==> config.mk <==
export PLATFORM = sky130hd
export DESIGN_NAME = led_pwm_fader
export DESIGN_NICKNAME = d
export VERILOG_FILES = /design/src/rtl/led_pwm_fader_pkg.sv /design/src/rtl/led_pwm_fader_channel.sv /design/src/rtl/led_pwm_fader.sv
export SDC_FILE = /design/constraint.sdc
export NUM_CORES = 1
export LEC_CHECK = 0
export CAP_MARGIN = 10
export CORE_MARGIN = 2
export CORE_UTILIZATION = 55
export DETAILED_ROUTE_END_ITERATION = 7
export GPL_TIMING_DRIVEN = 0
export PLACE_DENSITY = 0.72
export SYNTH_ARGS = -nofsm -noshare
export SYNTH_HDL_FRONTEND = slang
export SYNTH_SLANG_ARGS = --single-unit
==> constraint.sdc <==
create_clock -name clk -period 5.55 [get_ports clk]
set_input_delay 1.11 -clock clk [delete_from_list [all_inputs] [get_ports clk]]
set_output_delay 1.11 -clock clk [all_outputs]
set_load 0.01 [all_outputs]
==> src/rtl/led_pwm_fader_pkg.sv <==
//------------------------------------------------------------------------------
// Module   : led_pkg
// Brief    : Shared constants and types for the LED pattern / PWM fader path.
// Revision : 1.0 - initial release
//------------------------------------------------------------------------------
`default_nettype none

package led_pkg;

    localparam int NUM_LEDS     = 4;
    localparam int CLK_HZ       = 125_000_000;

    localparam int PWM_BITS_DEF = 8;
    localparam int PWM_DIV_DEF  = 4;
    // 255 steps of this length make a full fade last about one second at CLK_HZ.
    localparam int FADE_DIV_DEF = 488_281;

    typedef enum logic [1:0] {
        FADE_HOLD = 2'd0,
        FADE_UP   = 2'd1,
        FADE_DOWN = 2'd2
    } fade_dir_e;

    function automatic int cnt_width(input int n);
        return (n > 1) ? $clog2(n) : 1;
    endfunction

endpackage

`default_nettype wire

==> src/rtl/led_pwm_fader_channel.sv <==
//------------------------------------------------------------------------------
// Module   : led_pwm_channel
// Brief    : One LED channel: target/level registers, +-1 fade step, PWM compare.
// Revision : 1.0 - initial release
//------------------------------------------------------------------------------
`default_nettype none

module led_pwm_channel
    import led_pkg::*;
#(
    parameter int PWM_BITS = PWM_BITS_DEF
) (
    input  logic                clk,
    input  logic                rst_n,
    input  logic                load,
    input  logic                on,
    input  logic                fade_tick,
    input  logic [PWM_BITS-1:0] pwm_cnt,
    output logic                led,
    output logic                busy
);

    localparam logic [PWM_BITS-1:0] MAX_LEVEL = '1;

    logic [PWM_BITS-1:0] target_q, target_d;
    logic [PWM_BITS-1:0] level_q,  level_d;
    logic                led_q,    led_d;
    fade_dir_e           dir;

    always_comb begin
        dir      = FADE_HOLD;
        target_d = target_q;
        level_d  = level_q;
        led_d    = 1'b0;

        if (level_q < target_q) begin
            dir = FADE_UP;
        end else if (level_q > target_q) begin
            dir = FADE_DOWN;
        end

        if (load) begin
            target_d = on ? MAX_LEVEL : '0;
        end

        // Direction comes from the pre-edge target, so a coincident load only
        // takes effect from the following tick.
        if (fade_tick) begin
            case (dir)
                FADE_UP:   level_d = level_q + PWM_BITS'(1);
                FADE_DOWN: level_d = level_q - PWM_BITS'(1);
                default:   level_d = level_q;
            endcase
        end

        // Full scale forces the output on so MAX has no one-count dark gap.
        led_d = (level_q == MAX_LEVEL) || (level_q > pwm_cnt);
    end

    always_ff @(posedge clk or negedge rst_n) begin
        if (!rst_n) begin
            target_q <= '0;
            level_q  <= '0;
            led_q    <= 1'b0;
        end else begin
            target_q <= target_d;
            level_q  <= level_d;
            led_q    <= led_d;
        end
    end

    assign led  = led_q;
    assign busy = (level_q != target_q);

endmodule

`default_nettype wire

==> src/rtl/led_pwm_fader.sv <==
//------------------------------------------------------------------------------
// Module   : led_pwm_fader
// Brief    : Fades each board LED toward the requested on/off pattern via PWM.
// Revision : 1.0 - initial release
//------------------------------------------------------------------------------
`default_nettype none

module led_pwm_fader
    import led_pkg::*;
#(
    parameter int NUM_LEDS = led_pkg::NUM_LEDS,
    parameter int PWM_BITS = PWM_BITS_DEF,
    parameter int PWM_DIV  = PWM_DIV_DEF,
    parameter int FADE_DIV = FADE_DIV_DEF
) (
    input  logic                clk,
    input  logic                rst_n,
    input  logic [NUM_LEDS-1:0] pattern_in,
    input  logic                pattern_valid,
    output logic [NUM_LEDS-1:0] led,
    output logic                busy
);

    localparam int PRE_W  = cnt_width(PWM_DIV);
    localparam int FADE_W = cnt_width(FADE_DIV);

    localparam logic [PRE_W-1:0]  PWM_PRE_LAST  = PRE_W'(PWM_DIV - 1);
    localparam logic [FADE_W-1:0] FADE_PRE_LAST = FADE_W'(FADE_DIV - 1);

    logic [PRE_W-1:0]    pwm_pre_q,  pwm_pre_d;
    logic [PWM_BITS-1:0] pwm_cnt_q,  pwm_cnt_d;
    logic [FADE_W-1:0]   fade_pre_q, fade_pre_d;
    logic                pwm_wrap;
    logic                fade_tick;
    logic [NUM_LEDS-1:0] ch_busy;

    // Both prescalers free-run; pattern loads never disturb their phase.
    always_comb begin
        pwm_wrap   = (pwm_pre_q == PWM_PRE_LAST);
        fade_tick  = (fade_pre_q == FADE_PRE_LAST);
        pwm_pre_d  = pwm_wrap  ? '0 : pwm_pre_q + PRE_W'(1);
        pwm_cnt_d  = pwm_wrap  ? pwm_cnt_q + PWM_BITS'(1) : pwm_cnt_q;
        fade_pre_d = fade_tick ? '0 : fade_pre_q + FADE_W'(1);
    end

    always_ff @(posedge clk or negedge rst_n) begin
        if (!rst_n) begin
            pwm_pre_q  <= '0;
            pwm_cnt_q  <= '0;
            fade_pre_q <= '0;
        end else begin
            pwm_pre_q  <= pwm_pre_d;
            pwm_cnt_q  <= pwm_cnt_d;
            fade_pre_q <= fade_pre_d;
        end
    end

    for (genvar i = 0; i < NUM_LEDS; i++) begin : g_ch
        led_pwm_channel #(
            .PWM_BITS (PWM_BITS)
        ) u_ch (
            .clk       (clk),
            .rst_n     (rst_n),
            .load      (pattern_valid),
            .on        (pattern_in[i]),
            .fade_tick (fade_tick),
            .pwm_cnt   (pwm_cnt_q),
            .led       (led[i]),
            .busy      (ch_busy[i])
        );
    end

    assign busy = |ch_busy;

endmodule

`default_nettype wire

==> results of run 1 <==
-- layout make-up --
type                            instances  area (µm²)  share of cell area [%]
Inverter                               20        75.1                    1.36
Clock buffer                           10         138                    2.49
Timing Repair Buffer                   11         108                    1.95
Clock inverter                          6        86.3                    1.56
Buffer                                 12        60.1                    1.09
Sequential cell                        69        1730                    31.3
Tap cell                              108         135                    2.45
Multi-Input combinational cell        434        3200                    57.9
-- power by group --
group | internal [µW] | switching, µW | leakage [µW]
Clock | 264 | 203 | 0.000112
Sequential | 505 | 1.35 | 0.000928
Combinational | 22.1 | 41.0 | 0.00158
-- worst max-delay path by stage --
stage	from	endpoint
2_1_floorplan	g_ch[3].u_ch.target_q[6]$_DFFE_PN0P_	g_ch[3].u_ch.level_q[6]$_DFFE_PN0P_
3_3_place_gp	rst_n	g_ch[1].u_ch.level_q[2]$_DFFE_PN0P_
3_5_place_dp	g_ch[3].u_ch.target_q[6]$_DFFE_PN0P_	g_ch[3].u_ch.level_q[6]$_DFFE_PN0P_
4_1_cts	g_ch[2].u_ch.target_q[6]$_DFFE_PN0P_	busy
5_1_grt	g_ch[3].u_ch.target_q[6]$_DFFE_PN0P_	g_ch[3].u_ch.level_q[6]$_DFFE_PN0P_
6_report	g_ch[1].u_ch.target_q[6]$_DFFE_PN0P_	busy
-- sequential cells by signal, indices dropped and copies added, names as in the netlist --
signal,flops
fade_pre_q,19
g_ch.u_ch.led,4
g_ch.u_ch.level_q,32
g_ch.u_ch.target_q,4
pwm_cnt_q,8
pwm_pre_q,2
-- metal layers --
layer / wire length, µm / global-route usage [%] / share of wire (%)
met1: 4880 / 28.6 / 46
met2: 5170 / 38.7 / 49
met3: 301 / 3.76 / 2.9
met4: 193 / 9.06 / 1.8
met5: 0 / 0 / 0
-- cell families (layout without fill, tap and decap cells) --
group,Yosys count,after routing,synth area share [%]
flops,69,69,34.1
mux,3,3,0.742
compound gates,114,114,15.1
fa+ha+maj,72,72,17.8
simple gates,190,190,20.0
buf+inv,32,59,2.67
xor+xnor,55,55,9.52
-- through the flow --
step,setup slack (ps),hold WS (ps)
after floorplan,2440,403
after global placement,1020,413
after detailed placement,2020,427
after CTS,1920,437
after global routing,1730,473
final,1940,431
-- cell usage in the layout (no fill, tap or decap), types with 6 or more instances in the layout --
| cell | count |
|---|---|
| o21a_1 | 16 |
| ha_1 | 72 |
| clkbuf_1 | 6 |
| xor2_1 | 20 |
| nor2b_1 | 10 |
| nor2_1 | 45 |
| a21oi_1 | 30 |
| inv_1 | 20 |
| xnor2_1 | 35 |
| clkdlybuf4s50_1 | 10 |
| nor3_1 | 15 |
| nand4_1 | 21 |
| nand2_1 | 25 |
| dfrtp_1 | 69 |
| o211ai_1 | 7 |
| o21ai_0 | 22 |
| and3_1 | 12 |
| o21ai_2 | 6 |
| clkbuf_8 | 10 |
| nand3_1 | 30 |
==> flow_summary.json, run 1 <==
{
  "cts_tree": "done",
  "drive_gt1_share_pct": 7.12,
  "syn2layout_area_growth_pct": 9.23,
  "status": "finished clean",
  "die-area_mm2": 0.00998,
  "reg2reg_to": "g_ch[1].u_ch.level_q[6]$_DFFE_PN0P_",
  "place_inst": 654,
  "cp_top_family": "simple AND/OR/NAND/NOR gates",
  "finalHoldViolCount": 0,
  "synth_common_cells": "ha_1, dfrtp_1, nor2_1",
  "critPathKind": "reg2out",
  "cts-root-buf": "clkbuf_8",
  "ys_seq_area_share_pct": 34.1,
  "path_buf_inv": 2,
  "cap_violations": 0,
  "cts.repair.resized": 0,
  "wl_per_cell_um": 15.7,
  "syn_area_per_cell_um2": 9.46,
  "holdCritStartpoint": "pwm_pre_q[0]$_DFF_PN0_",
  "htree_levels": 3,
  "setup_viol": 0,
  "grt_pass1_wl_um": 18300,
  "synth_most_common_cell": "ha_1",
  "synth_area_leader_cell": "dfrtp_1",
  "fin_tns_setup_ps": 0,
  "ant_nets": 0,
  "drtPass1Iterations": 4,
  "numCtsBuffers": 9,
  "worstReg2RegStart": "g_ch[1].u_ch.target_q[6]$_DFFE_PN0P_",
  "crit_slowest_cell": "clkdlybuf4s50_1",
  "grt_start_max_net_pins": 70,
  "chipWidth_um": 99.9,
  "critical_path.endpoint_type": "output port",
  "post_cts_buffers": 0,
  "skew_ps": 11.5,
  "yosysTopAreaCellShare_pct": 34.1,
  "clock_sinks": 69,
  "hold_depth": 1,
  "start_util_pct": 57.4,
  "p_leak_uw": 0.00262,
  "nets": 636,
  "place_area_mm2": 0.00530,
  "finalCritPeriodShare_pct": 65.0,
  "fin_crit_ps": 3610,
  "slew_violations": 0,
  "portBuffers": 11,
  "cp.arrival_ps": 2500,
  "grt.overflow.total": 0,
  "clock.fmax_mhz": 277,
  "grt_usage_pct": 22.6,
  "r2r_cells": 14,
  "fillers": 745,
  "grt_pass1_vias": 3967,
  "critPathRequiredTime_ps": 4440,
  "yosysUniqueCellTypes": 48,
  "crit_cells": 6,
  "vias": 4056,
  "cts_buffer_depth": 2,
  "fin_cells": 670,
  "die_height_um": 99.9,
  "min_to": "pwm_pre_q[0]$_DFF_PN0_",
  "drc": 0,
  "crit_path_frequent_cell": "nand4_1",
  "vias_per_cell": 6.05,
  "synthTopCellsByArea": "dfrtp_1, ha_1, xnor2_1",
  "final_area_mm2": 0.00553,
  "rsz0062_at_grt": "no",
  "finalPower_uw": 1040,
  "syn-instance-count": 535,
  "worstPathMaxFanout": 8,
  "syn-num-nets": 614,
  "hold_path.class": "reg2reg",
  "hpwl_um": 7570,
  "critPathLaunchType": "flop",
  "ys.flop_type": "dfrtp_1",
  "syn-cell-area_mm2": 0.00506,
  "drt_iter0_drc": 145,
  "rows": 34,
  "ys_warn_count": 0,
  "gp_congestion": 0.881,
  "post-route-util_pct": 62.7,
  "async_flop_share_pct": 100,
  "drt_wl_total_um": 10500,
  "tightestPinTransition_ps": 871,
  "r2r_slack_ps": 1980,
  "p_per_area_mw_per_mm2": 188,
  "core_area_mm2": 0.00881,
  "clkTransAtPathRegs_ps": 70,
  "ir_drop_uv": 127,
  "slowest_delay_ps": 520,
  "ctsHoldBuffers": 0,
  "cp_cell_sequence": "inv_1, ha_1, nand4_1, nor2_1, nand4_1, clkdlybuf4s50_1",
  "grt_antenna_before_repair": 0,
  "ios": 12,
  "worstSkewPairLatency_ps": 350,
  "antenna_cells": 0,
  "relSlewSlack_pct": 42.0,
  "synth_edf_count": 0,
  "synth_seq_cells": 69
}
Power figures use the tool's default switching activity.
==> run 2, diff against run 1 <==
- clock period: 5.55 -> 3.6 ns (I/O delays scaled with it)
==> run 2 against run 1 <==
Global-route usage is the same. Die area unchanged. Worst setup slack worse by 1700 ps. Register-to-register slack worse by 1800 ps. Clock skew about the same. Clock power increased by 55%. Core utilization increased by 0.23 points. Final area increased by 0.36%. Flip-flop and latch count is the same.
==> flow_summary.json, run 2 (same netlist as run 1, synthesis figures left out) <==
{
  "cts-root-buf": "clkbuf_8",
  "fin_crit_ps": 3390,
  "holdCritStartpoint": "pwm_pre_q[0]$_DFF_PN0_",
  "slew_violations": 0,
  "final_cell_mix": "ha_1, dfrtp_1, nor2_1, xnor2_1",
  "core_area_mm2": 0.00881,
  "hold_depth": 1,
  "skew_ps": 11.9,
  "relSlewSlack_pct": 41.7,
  "cts_tree": "done",
  "die-area_mm2": 0.00998,
  "start_util_pct": 57.4,
  "hold_path.class": "reg2reg",
  "critical_path.endpoint_type": "flop",
  "setup_viol": 0,
  "rows": 34,
  "post-route-util_pct": 63.0,
  "ir_drop_uv": 196,
  "slowest_delay_ps": 420,
  "wl_per_cell_um": 15.8,
  "fillers": 744,
  "largest_registers": "g_ch.u_ch.level_q: 32 flops, fade_pre_q: 19 flops, pwm_cnt_q: 8 flops",
  "tightestPinTransition_ps": 874,
  "numCtsBuffers": 9,
  "worstPathMaxFanout": 10,
  "reg2reg_to": "g_ch[1].u_ch.level_q[6]$_DFFE_PN0P_",
  "largest_reg_flops": 32,
  "cp_top_family": "simple AND/OR/NAND/NOR gates",
  "syn2layout_area_growth_pct": 9.62,
  "cp_cell_sequence": "inv_1, ha_1, nand4_1, nor2_2, a211oi_2, buf_1, nor2_1, xnor2_1, ha_1, or4_1, nor3_1, o21a_1, o21ai_2, xnor2_1",
  "top_layer_used": "met4",
  "p_leak_uw": 0.00263,
  "drtPass1Iterations": 4,
  "finalHoldViolCount": 0,
  "nets": 636,
  "clock.fmax_mhz": 295,
  "portBuffers": 11,
  "status": "finished clean",
  "critPathRequiredTime_ps": 3830,
  "critPathKind": "reg2reg",
  "ios": 12,
  "gp_congestion": 0.881,
  "regMostFlops": "g_ch.u_ch.level_q",
  "ctsHoldBuffers": 0,
  "r2r_slack_ps": 210,
  "p_per_area_mw_per_mm2": 289,
  "place_area_mm2": 0.00530,
  "wl_met2_um": 5220,
  "worstReg2RegStart": "g_ch[1].u_ch.target_q[6]$_DFFE_PN0P_",
  "min_to": "pwm_pre_q[0]$_DFF_PN0_",
  "cp.arrival_ps": 3620,
  "cts_buffer_depth": 2,
  "drt_wl_total_um": 10600,
  "finalCritPeriodShare_pct": 94.2,
  "die_height_um": 99.9,
  "grt_start_max_net_pins": 70,
  "vias": 4034,
  "chipWidth_um": 99.9,
  "grt.overflow.total": 0,
  "path_buf_inv": 2,
  "layout_commonest_cell": "ha_1",
  "hpwl_um": 7570,
  "drc": 0,
  "crit_slowest_cell": "or4_1",
  "grt_antenna_before_repair": 0,
  "cap_violations": 0,
  "fin_tns_setup_ps": 0,
  "clkTransAtPathRegs_ps": 70,
  "vias_per_cell": 6.02,
  "critPathLaunchType": "flop",
  "drive_gt1_share_pct": 8.01,
  "grt_pass1_wl_um": 18300,
  "ant_nets": 0,
  "met1_length_um": 4960,
  "r2r_cells": 14,
  "htree_levels": 3,
  "antenna_cells": 0,
  "final_area_mm2": 0.00555,
  "drt_iter0_drc": 144,
  "place_ws_ps": 74.9,
  "clock_sinks": 69,
  "hold_slack_ps": 432,
  "met3WireLength_um": 262,
  "layout_setup_ws_ps": 208,
  "grt_pass1_vias": 3967,
  "grt_usage_pct": 22.6,
  "worstSkewPairLatency_ps": 360
}
-- run 2: cell count changes in the layout (fill, tap and decap cells not counted), sizes merged --
cell and change:
buf +1, clkbuf -1
-- run 2: timing repair --
action,4_1_cts,5_1_grt
setup endpoints to repair,0,4
buffers inserted,0,0
endpoints found under the hold margin,0,0
resized for setup,0,6
-- run 2: final cells by class --
class	instances	area (µm²)	share of cell area [%]
plain buffers	12	60.1	1.08
inverters	20	75.1	1.35
clock buffers	10	138	2.48
flip-flops and latches	69	1730	31.1
multi-input cells	434	3220	58.0
well taps	108	135	2.44
repair buffers	11	108	1.94
clock inverters	6	86.3	1.56
-- run 2: worst max path at each step --
stage          cells past startpoint                                   to                                  from  slack (ps)
3_5_place_dp                      13  g_ch[3].u_ch.level_q[6]$_DFFE_PN0P_  g_ch[3].u_ch.target_q[6]$_DFFE_PN0P_          70
4_1_cts                           13  g_ch[3].u_ch.level_q[6]$_DFFE_PN0P_  g_ch[3].u_ch.target_q[6]$_DFFE_PN0P_          70
6_report                          14  g_ch[1].u_ch.level_q[6]$_DFFE_PN0P_  g_ch[1].u_ch.target_q[6]$_DFFE_PN0P_         210
5_1_grt                           14  g_ch[1].u_ch.level_q[6]$_DFFE_PN0P_  g_ch[1].u_ch.target_q[6]$_DFFE_PN0P_         -20
3_3_place_gp                       1  g_ch[1].u_ch.level_q[2]$_DFFE_PN0P_                                 rst_n        -540
2_1_floorplan                     13  g_ch[3].u_ch.level_q[6]$_DFFE_PN0P_  g_ch[3].u_ch.target_q[6]$_DFFE_PN0P_         490
-- run 2: power by group --
| group | switching (µW) | internal [µW] |
|---|---|---|
| combinational | 65.2 | 34.6 |
| sequential | 2.08 | 778 |
| clock | 314 | 408 |
-- run 2: through the flow --
stage               power [µW]  instances
floorplan                  856        535
global placement           888        654
detailed placement         894        654
CTS                       1620        670
global route              1670        670
finish                    1600        670
-- run 2: worst register-to-register path, cell delays in order (launching register included) --
cell,delay [ps]
dfrtp_1,390
inv_1,210
ha_1,300
nand4_1,160
nor2_2,120
a211oi_2,310
buf_1,400
nor2_1,100
xnor2_1,140
ha_1,220
or4_1,420
nor3_1,150
o21a_1,160
o21ai_2,60
xnor2_1,130
-- run 2: layer usage --
layer | GRT usage, % | up-vias
met2 | 38.7 | 70
li1 | - | 1997
met5 | 0 | -
met4 | 9.06 | 0
met3 | 3.76 | 13
met1 | 28.6 | 1954
